### config.mk
export PLATFORM = sky130hd
export DESIGN_NAME = lsu_mem_stage_flat
export DESIGN_NICKNAME = d
export VERILOG_FILES = /design/src/rtl/lsu_mem_stage_if.sv /design/src/rtl/lsu_mem_stage.sv /design/src/flat_wrapper.sv
export SDC_FILE = /design/constraint.sdc
export NUM_CORES = 1
export LEC_CHECK = 0
export BUFFER_PORTS_ARGS = -buffer_cell sky130_fd_sc_hd__buf_2
export CAP_MARGIN = 20
export CORE_ASPECT_RATIO = 0.8
export CORE_MARGIN = 5
export CORE_UTILIZATION = 35
export CTS_BUF_LIST = sky130_fd_sc_hd__clkbuf_4 sky130_fd_sc_hd__clkbuf_8
export DETAILED_ROUTE_END_ITERATION = 10
export PLACE_DENSITY = 0.7
export SYNTH_ARGS = -nofsm -noshare
export SYNTH_HDL_FRONTEND = slang
export SYNTH_SLANG_ARGS = --single-unit
### constraint.sdc
create_clock -name clk -period 2.6 [get_ports clk]
set_clock_uncertainty 0.2 [all_clocks]
set_input_delay 0.26 -clock clk [delete_from_list [all_inputs] [get_ports clk]]
set_output_delay 0.26 -clock clk [all_outputs]
set_load 0.01 [all_outputs]
### src/rtl/lsu_mem_stage_if.sv
// -----------------------------------------------------------------------------
// lsu_mem_if
//   Data-memory bus between the load/store stage and data memory.
//   The master (LSU) raises mem_req and holds mem_we/mem_addr/mem_wdata/
//   mem_wstrb steady until the slave (memory) answers with mem_ready.
//   For reads, mem_rdata is valid in the same cycle as mem_ready.
//
//   Signals:
//     mem_req    master->slave  request, held until accepted
//     mem_we     master->slave  1 = store, 0 = load
//     mem_addr   master->slave  word address (ADDR_W bits)
//     mem_wdata  master->slave  lane-replicated store data
//     mem_wstrb  master->slave  byte enables (0 for loads)
//     mem_ready  slave->master  accept strobe
//     mem_rdata  slave->master  read word
// -----------------------------------------------------------------------------
interface lsu_mem_if #(
  parameter int ADDR_W = 12
) ();

  logic              mem_req;
  logic              mem_we;
  logic [ADDR_W-1:0] mem_addr;
  logic [31:0]       mem_wdata;
  logic [3:0]        mem_wstrb;
  logic              mem_ready;
  logic [31:0]       mem_rdata;

  modport master (
    output mem_req, mem_we, mem_addr, mem_wdata, mem_wstrb,
    input  mem_ready, mem_rdata
  );

  modport slave (
    input  mem_req, mem_we, mem_addr, mem_wdata, mem_wstrb,
    output mem_ready, mem_rdata
  );

endinterface

### src/rtl/lsu_mem_stage.sv
// -----------------------------------------------------------------------------
// lsu_mem_stage
//   Memory-access stage fed directly by the ALU. The ALU result is the byte
//   effective address of a load/store. Memory ops go to data memory over the
//   lsu_mem_if req/ready bus; loads are lane-extracted and sign/zero extended.
//   Non-memory ops and misaligned accesses complete in one cycle without any
//   memory traffic.
//
//   Ports:
//     clk         clock, all state updates on posedge
//     rst         asynchronous active-high reset
//     start       op valid, sampled only while idle
//     alu_code    6-bit op code (ALU_* encodings)
//     alu_result  effective byte address
//     store_data  rs2 value for stores
//     busy        high whenever the stage is not idle
//     done        one-cycle completion pulse
//     load_data   extended load result while done=1, else 0
//     err         [0] misaligned, [1] timeout; valid while done=1
//     mem         lsu_mem_if master modport (data-memory bus)
//
//   Configuration:
//     LSU_TIMEOUT_EN  when defined, an access that sees no mem_ready for
//                     TIMEOUT_CYCLES cycles is aborted with err[1]=1.
//                     When undefined, ACCESS waits indefinitely.
// -----------------------------------------------------------------------------

`ifndef ALU_ADD
`define ALU_ADD 6'd0
`endif
`ifndef ALU_LB
`define ALU_LB  6'd16
`endif
`ifndef ALU_LH
`define ALU_LH  6'd17
`endif
`ifndef ALU_LW
`define ALU_LW  6'd18
`endif
`ifndef ALU_LBU
`define ALU_LBU 6'd19
`endif
`ifndef ALU_LHU
`define ALU_LHU 6'd20
`endif
`ifndef ALU_SB
`define ALU_SB  6'd24
`endif
`ifndef ALU_SH
`define ALU_SH  6'd25
`endif
`ifndef ALU_SW
`define ALU_SW  6'd26
`endif

module lsu_mem_stage #(
  parameter int ADDR_W         = 12,
  parameter int TIMEOUT_CYCLES = 64
) (
  input  logic        clk,
  input  logic        rst,
  input  logic        start,
  input  logic [5:0]  alu_code,
  input  logic [31:0] alu_result,
  input  logic [31:0] store_data,
  output logic        busy,
  output logic        done,
  output logic [31:0] load_data,
  output logic [1:0]  err,
  lsu_mem_if.master   mem
);

  typedef enum logic [1:0] {
    IDLE,
    ACCESS,
    DONE
  } state_t;

  // Access size encoding shared by the decoder and the load extractor.
  localparam logic [1:0] SZ_BYTE = 2'd0;
  localparam logic [1:0] SZ_HALF = 2'd1;
  localparam logic [1:0] SZ_WORD = 2'd2;

  state_t      state;

  // Attributes of the op currently in ACCESS, captured at start.
  logic [1:0]  op_size;
  logic        op_uns;
  logic        op_store;
  logic [1:0]  op_off;

  logic        dec_mem;
  logic        dec_store;
  logic        dec_uns;
  logic [1:0]  dec_size;
  logic        misaligned;
  logic [31:0] lane_wdata;
  logic [3:0]  lane_wstrb;
  logic [31:0] rd_shift;
  logic [31:0] extracted;

`ifdef LSU_TIMEOUT_EN
  localparam int CNT_W = (TIMEOUT_CYCLES > 1) ? $clog2(TIMEOUT_CYCLES) : 1;
  logic [CNT_W-1:0] wait_cnt;
`else
  localparam int unused_timeout_cycles = TIMEOUT_CYCLES;
`endif

  // Address bits above the data-memory word range never reach memory.
  logic unused_addr_hi;
  assign unused_addr_hi = ^alu_result[31:ADDR_W+2];

  assign busy = (state != IDLE);
  assign done = (state == DONE);

  // Classify the incoming op code: memory or not, direction, size, signedness.
  always_comb begin
    dec_mem   = 1'b0;
    dec_store = 1'b0;
    dec_uns   = 1'b0;
    dec_size  = SZ_BYTE;
    case (alu_code)
      `ALU_LB:  dec_mem = 1'b1;
      `ALU_LBU: begin dec_mem = 1'b1; dec_uns = 1'b1; end
      `ALU_LH:  begin dec_mem = 1'b1; dec_size = SZ_HALF; end
      `ALU_LHU: begin dec_mem = 1'b1; dec_size = SZ_HALF; dec_uns = 1'b1; end
      `ALU_LW:  begin dec_mem = 1'b1; dec_size = SZ_WORD; end
      `ALU_SB:  begin dec_mem = 1'b1; dec_store = 1'b1; end
      `ALU_SH:  begin dec_mem = 1'b1; dec_store = 1'b1; dec_size = SZ_HALF; end
      `ALU_SW:  begin dec_mem = 1'b1; dec_store = 1'b1; dec_size = SZ_WORD; end
      default:  ;
    endcase
  end

  // Byte accesses are never misaligned; halves need bit0 clear, words both.
  // Store data is replicated across lanes so memory only needs the strobes.
  always_comb begin
    misaligned = ((dec_size == SZ_HALF) && alu_result[0]) ||
                 ((dec_size == SZ_WORD) && (alu_result[1:0] != 2'b00));
    lane_wdata = 32'h0;
    lane_wstrb = 4'b0000;
    if (dec_store) begin
      case (dec_size)
        SZ_BYTE: begin
          lane_wdata = {4{store_data[7:0]}};
          lane_wstrb = 4'b0001 << alu_result[1:0];
        end
        SZ_HALF: begin
          lane_wdata = {2{store_data[15:0]}};
          lane_wstrb = 4'b0011 << alu_result[1:0];
        end
        default: begin
          lane_wdata = store_data;
          lane_wstrb = 4'b1111;
        end
      endcase
    end
  end

  // Shift the addressed lane down to bit 0, then extend to 32 bits.
  always_comb begin
    rd_shift = mem.mem_rdata >> {op_off, 3'b000};
    case (op_size)
      SZ_BYTE: extracted = op_uns ? {24'h0, rd_shift[7:0]}
                                  : {{24{rd_shift[7]}}, rd_shift[7:0]};
      SZ_HALF: extracted = op_uns ? {16'h0, rd_shift[15:0]}
                                  : {{16{rd_shift[15]}}, rd_shift[15:0]};
      default: extracted = rd_shift;
    endcase
  end

  // Control FSM. mem_req is a flop cleared by the async reset, so an access
  // in flight is abandoned immediately and no done is produced.
  always_ff @(posedge clk or posedge rst) begin
    if (rst) begin
      state         <= IDLE;
      load_data     <= 32'h0;
      err           <= 2'b00;
      mem.mem_req   <= 1'b0;
      mem.mem_we    <= 1'b0;
      mem.mem_addr  <= '0;
      mem.mem_wdata <= 32'h0;
      mem.mem_wstrb <= 4'b0000;
      op_size       <= SZ_BYTE;
      op_uns        <= 1'b0;
      op_store      <= 1'b0;
      op_off        <= 2'b00;
`ifdef LSU_TIMEOUT_EN
      wait_cnt      <= '0;
`endif
    end else begin
      case (state)
        IDLE: begin
          if (start) begin
            if (dec_mem && !misaligned) begin
              state         <= ACCESS;
              mem.mem_req   <= 1'b1;
              mem.mem_we    <= dec_store;
              mem.mem_addr  <= alu_result[ADDR_W+1:2];
              mem.mem_wdata <= lane_wdata;
              mem.mem_wstrb <= lane_wstrb;
              op_size       <= dec_size;
              op_uns        <= dec_uns;
              op_store      <= dec_store;
              op_off        <= alu_result[1:0];
`ifdef LSU_TIMEOUT_EN
              wait_cnt      <= '0;
`endif
            end else begin
              state     <= DONE;
              load_data <= 32'h0;
              err       <= {1'b0, dec_mem & misaligned};
            end
          end
        end

        ACCESS: begin
          // A ready arriving on the last allowed cycle still completes normally.
          if (mem.mem_ready) begin
            state       <= DONE;
            mem.mem_req <= 1'b0;
            load_data   <= op_store ? 32'h0 : extracted;
            err         <= 2'b00;
          end
`ifdef LSU_TIMEOUT_EN
          else if (wait_cnt == CNT_W'(TIMEOUT_CYCLES - 1)) begin
            state       <= DONE;
            mem.mem_req <= 1'b0;
            load_data   <= 32'h0;
            err         <= 2'b10;
          end else begin
            wait_cnt <= wait_cnt + 1'b1;
          end
`endif
        end

        DONE: begin
          state     <= IDLE;
          load_data <= 32'h0;
          err       <= 2'b00;
        end

        default: state <= IDLE;
      endcase
    end
  end

endmodule

### src/flat_wrapper.sv
// flat-port wrapper written by rule: the top's interface ports become plain ports
module lsu_mem_stage_flat 
#(
  parameter int ADDR_W         = 12,
  parameter int TIMEOUT_CYCLES = 64
)
  (clk, rst, start, alu_code, alu_result, store_data, busy, done, load_data, err, mem_mem_req, mem_mem_we, mem_mem_addr, mem_mem_wdata, mem_mem_wstrb, mem_mem_ready, mem_mem_rdata);
  lsu_mem_if #(.ADDR_W(ADDR_W)) mem_i ();
  input  logic clk;
  input  logic rst;
  input  logic start;
  input  logic [5:0] alu_code;
  input  logic [31:0] alu_result;
  input  logic [31:0] store_data;
  output logic busy;
  output logic done;
  output logic [31:0] load_data;
  output logic [1:0] err;
  output wire logic [$bits(mem_i.mem_req)-1:0] mem_mem_req;
  output wire logic [$bits(mem_i.mem_we)-1:0] mem_mem_we;
  output wire logic [$bits(mem_i.mem_addr)-1:0] mem_mem_addr;
  output wire logic [$bits(mem_i.mem_wdata)-1:0] mem_mem_wdata;
  output wire logic [$bits(mem_i.mem_wstrb)-1:0] mem_mem_wstrb;
  input wire logic [$bits(mem_i.mem_ready)-1:0] mem_mem_ready;
  input wire logic [$bits(mem_i.mem_rdata)-1:0] mem_mem_rdata;
  assign mem_mem_req = mem_i.mem_req;
  assign mem_mem_we = mem_i.mem_we;
  assign mem_mem_addr = mem_i.mem_addr;
  assign mem_mem_wdata = mem_i.mem_wdata;
  assign mem_mem_wstrb = mem_i.mem_wstrb;
  assign mem_i.mem_ready = mem_mem_ready;
  assign mem_i.mem_rdata = mem_mem_rdata;
  lsu_mem_stage #(.ADDR_W(ADDR_W), .TIMEOUT_CYCLES(TIMEOUT_CYCLES)) u_core (.clk(clk), .rst(rst), .start(start), .alu_code(alu_code), .alu_result(alu_result), .store_data(store_data), .busy(busy), .done(done), .load_data(load_data), .err(err), .mem(mem_i));
endmodule
Word level (Yosys, flattened, before mapping)
Cells that the tools add are included.
{ "word_totals": {"word_cells": 81, "register_bits": 91} }
{ "op_classes": {"shift": 3, "mux": 28, "reduce_logical": 21, "bitwise_logic": 1, "n_eq_ne": 17} }
{ "ops": {"columns": ["cell", "n"], "rows": [
  ["$mux W32", 7],
  ["$pmux W32 S2", 2],
  ["$pmux W32 S3", 1],
  ["$eq A6 B5 Y1 const B", 8],
  ["$shr A32 B5 Y32", 1],
  ["$mux W2", 6],
  ["$pmux W2 S2", 2],
  ["$pmux W4 S2", 1],
  ["$reduce_and A4 Y1", 2],
  ["$reduce_or A8 Y1", 1],
  ["$eq A2 B1 Y1 const B", 3],
  ["$logic_not A2 Y1", 3],
  ["$mux W1", 6],
  ["$ne A2 B2 Y1 const B", 3],
  ["$pmux W2 S3", 1],
  ["$reduce_bool A2 Y1", 3],
  ["$reduce_or A3 Y1", 2],
  ["$eq A2 B2 Y1 const B", 2],
  ["$mux W4", 1],
  ["$reduce_or A2 Y1", 2],
  ["$shl A1 B2 Y4 const A", 1],
  ["$shl A2 B2 Y4 const A", 1],
  ["$logic_and A1 B1 Y1", 3],
  ["$reduce_and A3 Y1", 1],
  ["other kinds (7)", 7]
]} }

Longest topological paths before layout
{ "logic_depth": {"depth_word": 11, "mapped_depth": 9, "depth_no_buf": 7} }

Worst setup path after synthesis
No wires, ideal clock.
{ "synth_timing": {"path_type": "in2reg", "start": "input port alu_code[0]", "end": "register u_core.load_data[10]", "stages": 7, "arrival_time_ps": 1742, "setup_slack_ps": 534, "cell_sequence": "buf_2 o21a_1 o21bai_1 nand3_1 o21ai_4 buf_6 mux2_2"} }
{ "synth_via": {"elab_chain_cells": 10} }
{ "synth_rtl": {"columns": ["item", "line", "rtl"], "rows": [
  ["from (decl)", "flat_wrapper.sv:12", "input logic [5:0] alu_code;"],
  ["$eq A6 B5 Y1", "lsu_mem_stage.sv:122", "case (alu_code)"],
  ["$reduce_or A3 Y1 (no source line) / $reduce_or A2 Y1 (equally long branches)", null, null],
  ["$pmux W2 S2", "lsu_mem_stage.sv:122", null],
  ["$eq A2 B1 Y1 / $eq A2 B2 Y1 (equally long branches)", "lsu_mem_stage.sv:138, lsu_mem_stage.sv:139", null],
  ["$logic_and A1 B1 Y1 (on tied branches)", "lsu_mem_stage.sv:138, lsu_mem_stage.sv:139", null],
  ["$logic_or A1 B1 Y1", "lsu_mem_stage.sv:138", "misaligned = ((dec_size == SZ_HALF) && alu_result[0]) ||"],
  ["$logic_not A1 Y1", "lsu_mem_stage.sv:195", "if (dec_mem && !misaligned) begin"],
  ["$logic_and A1 B1 Y1 *", "lsu_mem_stage.sv:195", null],
  ["$ne A2 B2 Y1 (no source line) *", null, null],
  ["$reduce_and A4 Y1 (no source line) *", null, null],
  ["to (signal assigned)", "lsu_mem_stage.sv:222", "load_data <= op_store ? 32'h0 : extracted;"],
  ["to (decl)", "lsu_mem_stage.sv:68", "output logic [31:0] load_data,"]
]} }
Every way passes the cells marked *; elsewhere a longest branch is shown, timed or not.
A chain may end at the register's enable or synchronous reset.

Worst setup path after layout
{ "layout_timing": {"start": "input port alu_result[1]", "end": "register u_core.load_data[12]"} }
{ "layout_via": {"elab_chain_cells": 7} }
{ "layout_rtl": {"columns": ["item", "line", "rtl"], "rows": [
  ["from (decl)", "flat_wrapper.sv:13", "input logic [31:0] alu_result;"],
  ["$reduce_bool A2 Y1", "lsu_mem_stage.sv:139", "((dec_size == SZ_WORD) && (alu_result[1:0] != 2'b00));"],
  ["$logic_and A1 B1 Y1", "lsu_mem_stage.sv:139", null],
  ["$logic_or A1 B1 Y1", "lsu_mem_stage.sv:138", null],
  ["$logic_not A1 Y1", "lsu_mem_stage.sv:195", null],
  ["$logic_and A1 B1 Y1", "lsu_mem_stage.sv:195", null],
  ["$ne A2 B2 Y1 (no source line)", null, null],
  ["$reduce_and A4 Y1 (no source line)", null, null]
]} }
Every way passes these cells.

==> results.ini <==
[yosys]
ys.warnings.count=0
async_reset_ff_frac=1.00
synth.top_cell.area_share=0.466
syn-instance-count=463
synth_seq_area_share=0.466
cell_types_with_the_largest_area_share_after_synthesis=sky130_fd_sc_hd__dfrtp_1 (47%), sky130_fd_sc_hd__mux2i_1 (9.1%), sky130_fd_sc_hd__mux2_2 (7.0%)
number_of_flops_mapped_to_enable_cells_by_yosys=0
synth_nets=573
synth.cell_area_um2=4840
synth_flop_cell=sky130_fd_sc_hd__dfrtp_1
ys_ff_latch=90
post-synth-top-area-cell=sky130_fd_sc_hd__dfrtp_1
synth.avg_cell_area_um2=10.4
synth_cell_types=51

[detailed_routing]
postRouteAntennaNets=0
route.met2.wl_um=6740
drt_drc_violations_left=0
routed.top_layer=met4
first_iter_violations=202
wl_met1_um=6150
routed_wire_length_per_instance_um=16.9
drt-vias-per-instance=5.08
firstDrtPassIters=5
routed_wirelength_um=14200
met3_wirelength_um=1080
routed-via-count=4286

[clocking]
cts_made_buffers=9
post-cts-setup-buffer-count=0
clock_tree_from_tritoncts=yes
root_buffer=sky130_fd_sc_hd__clkbuf_8
cts_max_path_buffers=2
clkSlewWorstSetupHoldPaths_ns=0.09
clock_network_latency_to_the_later_pin_of_the_worst_skew_pair_ns=0.37
clkSinkCount=90
cts_htree_levels=3

[timing]
period_share=0.934
slew_headroom=0.361
grt_setup_unrepaired=false
period_minus_slack_ns=2.43
report.final.slew_viol_count=0
setup_tns_ns=0
peak_freq_ghz=0.412
tightest_slew_ns=0.955
worst_hold_margin_ns=0.0317
timing.final.setup_violations=0
hold_viol_final=0

[power_and_ir_drop]
irDropWorstVdd_mv=0.362
cellLeakagePower_nw=3.19
p_per_area_nw_per_um2=667
finalPower_w=0.00425

[outcome]
outcome=complete, no violations

[global_routing]
grt_first_pass_wirelength_um=22400
antenna_violations_before_repair=0
first_global_vias=4312
grt_max_degree=91
aggregate_global_routing_overflow=0
groute.usage.overall=0.174

[placement]
gp_congestion=0.854
dp_hpwl_um=10500
buffer_ports.inserted=172

[run]
cap_violations=0

[floorplanning]
core_region_area_um2=13600
dieArea_um2=16300
placement_rows=38
fp.dieH_um=115
die_width_um=141
ios=192
floorplan.initialDensity=0.357

[finish]
layout_common_cells=sky130_fd_sc_hd__buf_2 (172), sky130_fd_sc_hd__dfrtp_1 (90), sky130_fd_sc_hd__nand2_1 (52)
most_frequent_standard_cell_in_the_layout_excluding_fill_and_tap_cells=sky130_fd_sc_hd__buf_2
antenna_cells_inserted=0
areaGrowthSynthToFinish_pct=31.7
finalCoreUtilization=0.470
drive_gt1_frac=0.374
finish.net_count=768

[worst_setup_path]
critical_path.max_fanout=28
worst_ep_arrival_time_ns=2.48
worstReg2RegStart=u_core.state[0]
critical_path_required_ns=2.65
critical_path_start_end_classification=primary input to flop
cp-startpoint=alu_result[1]
setup.worst_path.end_class=flop
reg2reg_setup_slack_ns=0.22
critical_path.startpoint_type=primary input

[worst_hold_path]
timing.hold.worst.start=store_data[15]
timing.hold.worst.class=primary input to flop

## through the flow
step                area, um2  std cells  setup slack, ns
floorplan                4840        463            0.534
global placement         5890        800           0.0527
detailed placement       5890        800          -0.0338
CTS                      6370        843           0.0641
global route             6370        843           0.0406
finish                   6370        843            0.171
## logic make-up (layout without fill, tap and decap cells)
| logic type | Yosys count | count (layout) | share of synthesized area |
|---|---|---|---|
| AOI/OAI and AO/OA | 120 | 120 | 0.173 |
| and+or+nand+nor | 111 | 111 | 0.109 |
| DFF | 90 | 90 | 0.466 |
| muxes | 82 | 82 | 0.180 |
| buffers and inverters | 53 | 253 | 0.0577 |
| adders and majority gates | 4 | 4 | 0.0103 |
| xor gates and xnor gates | 2 | 2 | 0.00362 |
| other | 1 | 1 | 0.000775 |
## final cells by class
cell class                      count  area (um2)
Inverter                           17        67.6
Timing Repair Buffer              220        1320
Tap cell                          180         225
Multi-Input combinational cell    320        2310
Fill cell                        1308        7180
Clock inverter                      4        51.3
Clock buffer                       12         153
Sequential cell                    90        2250
## sequential cells by signal, summed over array words and instances, names as in the netlist
name / flops
u_core.err: 1
u_core.op_uns: 1
u_core.op_size: 2
u_core.mem.mem_wdata: 32
u_core.mem.mem_addr: 12
u_core.load_data: 32
u_core.mem.mem_req: 1
u_core.op_off: 2
u_core.op_store: 1
u_core.mem.mem_wstrb: 4
u_core.state: 2
## power by group
| part | internal (W) | switching, W |
|---|---|---|
| logic | 0.000689 | 0.000852 |
| registers | 0.00160 | 0.000123 |
| clock network | 0.000493 | 0.000500 |
## synth_stat cells (2+ instances only)
cell type and number:
sky130_fd_sc_hd__a211oi_1 15, sky130_fd_sc_hd__a21oi_1 20, sky130_fd_sc_hd__and2_1 6, sky130_fd_sc_hd__and3_1 3, sky130_fd_sc_hd__buf_2 13, sky130_fd_sc_hd__buf_4 7, sky130_fd_sc_hd__buf_6 5, sky130_fd_sc_hd__clkbuf_1 10
sky130_fd_sc_hd__dfrtp_1 90, sky130_fd_sc_hd__ha_1 4, sky130_fd_sc_hd__inv_1 17, sky130_fd_sc_hd__mux2_1 7, sky130_fd_sc_hd__mux2_2 30, sky130_fd_sc_hd__mux2i_1 44, sky130_fd_sc_hd__nand2_1 52, sky130_fd_sc_hd__nand2b_1 3
sky130_fd_sc_hd__nand3_1 5, sky130_fd_sc_hd__nor2_1 22, sky130_fd_sc_hd__nor2b_1 12, sky130_fd_sc_hd__nor3_1 2, sky130_fd_sc_hd__o21a_1 3, sky130_fd_sc_hd__o21ai_0 28, sky130_fd_sc_hd__o21bai_1 3, sky130_fd_sc_hd__o221ai_1 8
sky130_fd_sc_hd__o22ai_1 2, sky130_fd_sc_hd__o31ai_1 26, sky130_fd_sc_hd__xor2_1 2
## worst paths after layout
check	end	cells after the start
worst max-delay path	u_core.load_data[12]	6
worst min-delay path	u_core.mem.mem_wdata[15]	3
worst max register to register	u_core.load_data[12]	5
worst min register to register	u_core.mem.mem_wdata[4]	2
max in group asynchronous	u_core.mem.mem_req	4
min in group asynchronous	u_core.mem.mem_addr[6]	4
## worst max-delay path, stage by stage
cell and delay, ns:
sky130_fd_sc_hd__dlygate4sd3_1 0.54, sky130_fd_sc_hd__buf_2 0.18, sky130_fd_sc_hd__a41oi_2 0.25, sky130_fd_sc_hd__nor2_4 0.07
sky130_fd_sc_hd__o21ai_4 0.74, sky130_fd_sc_hd__mux2_2 0.42
## metal layers
layer,vias up,global-route usage
met4,0,0.0512
met2,145,0.279
met1,2080,0.227
li1,2037,-
met5,-,0
met3,24,0.0536
## timing repair
action	4_1_cts	5_1_grt
gates resized for setup	0	1
endpoints found under the setup margin	0	3
endpoints found under the hold margin	120	0
hold buffers	27	0
No activity file was read; power rests on OpenSTA's default activity.
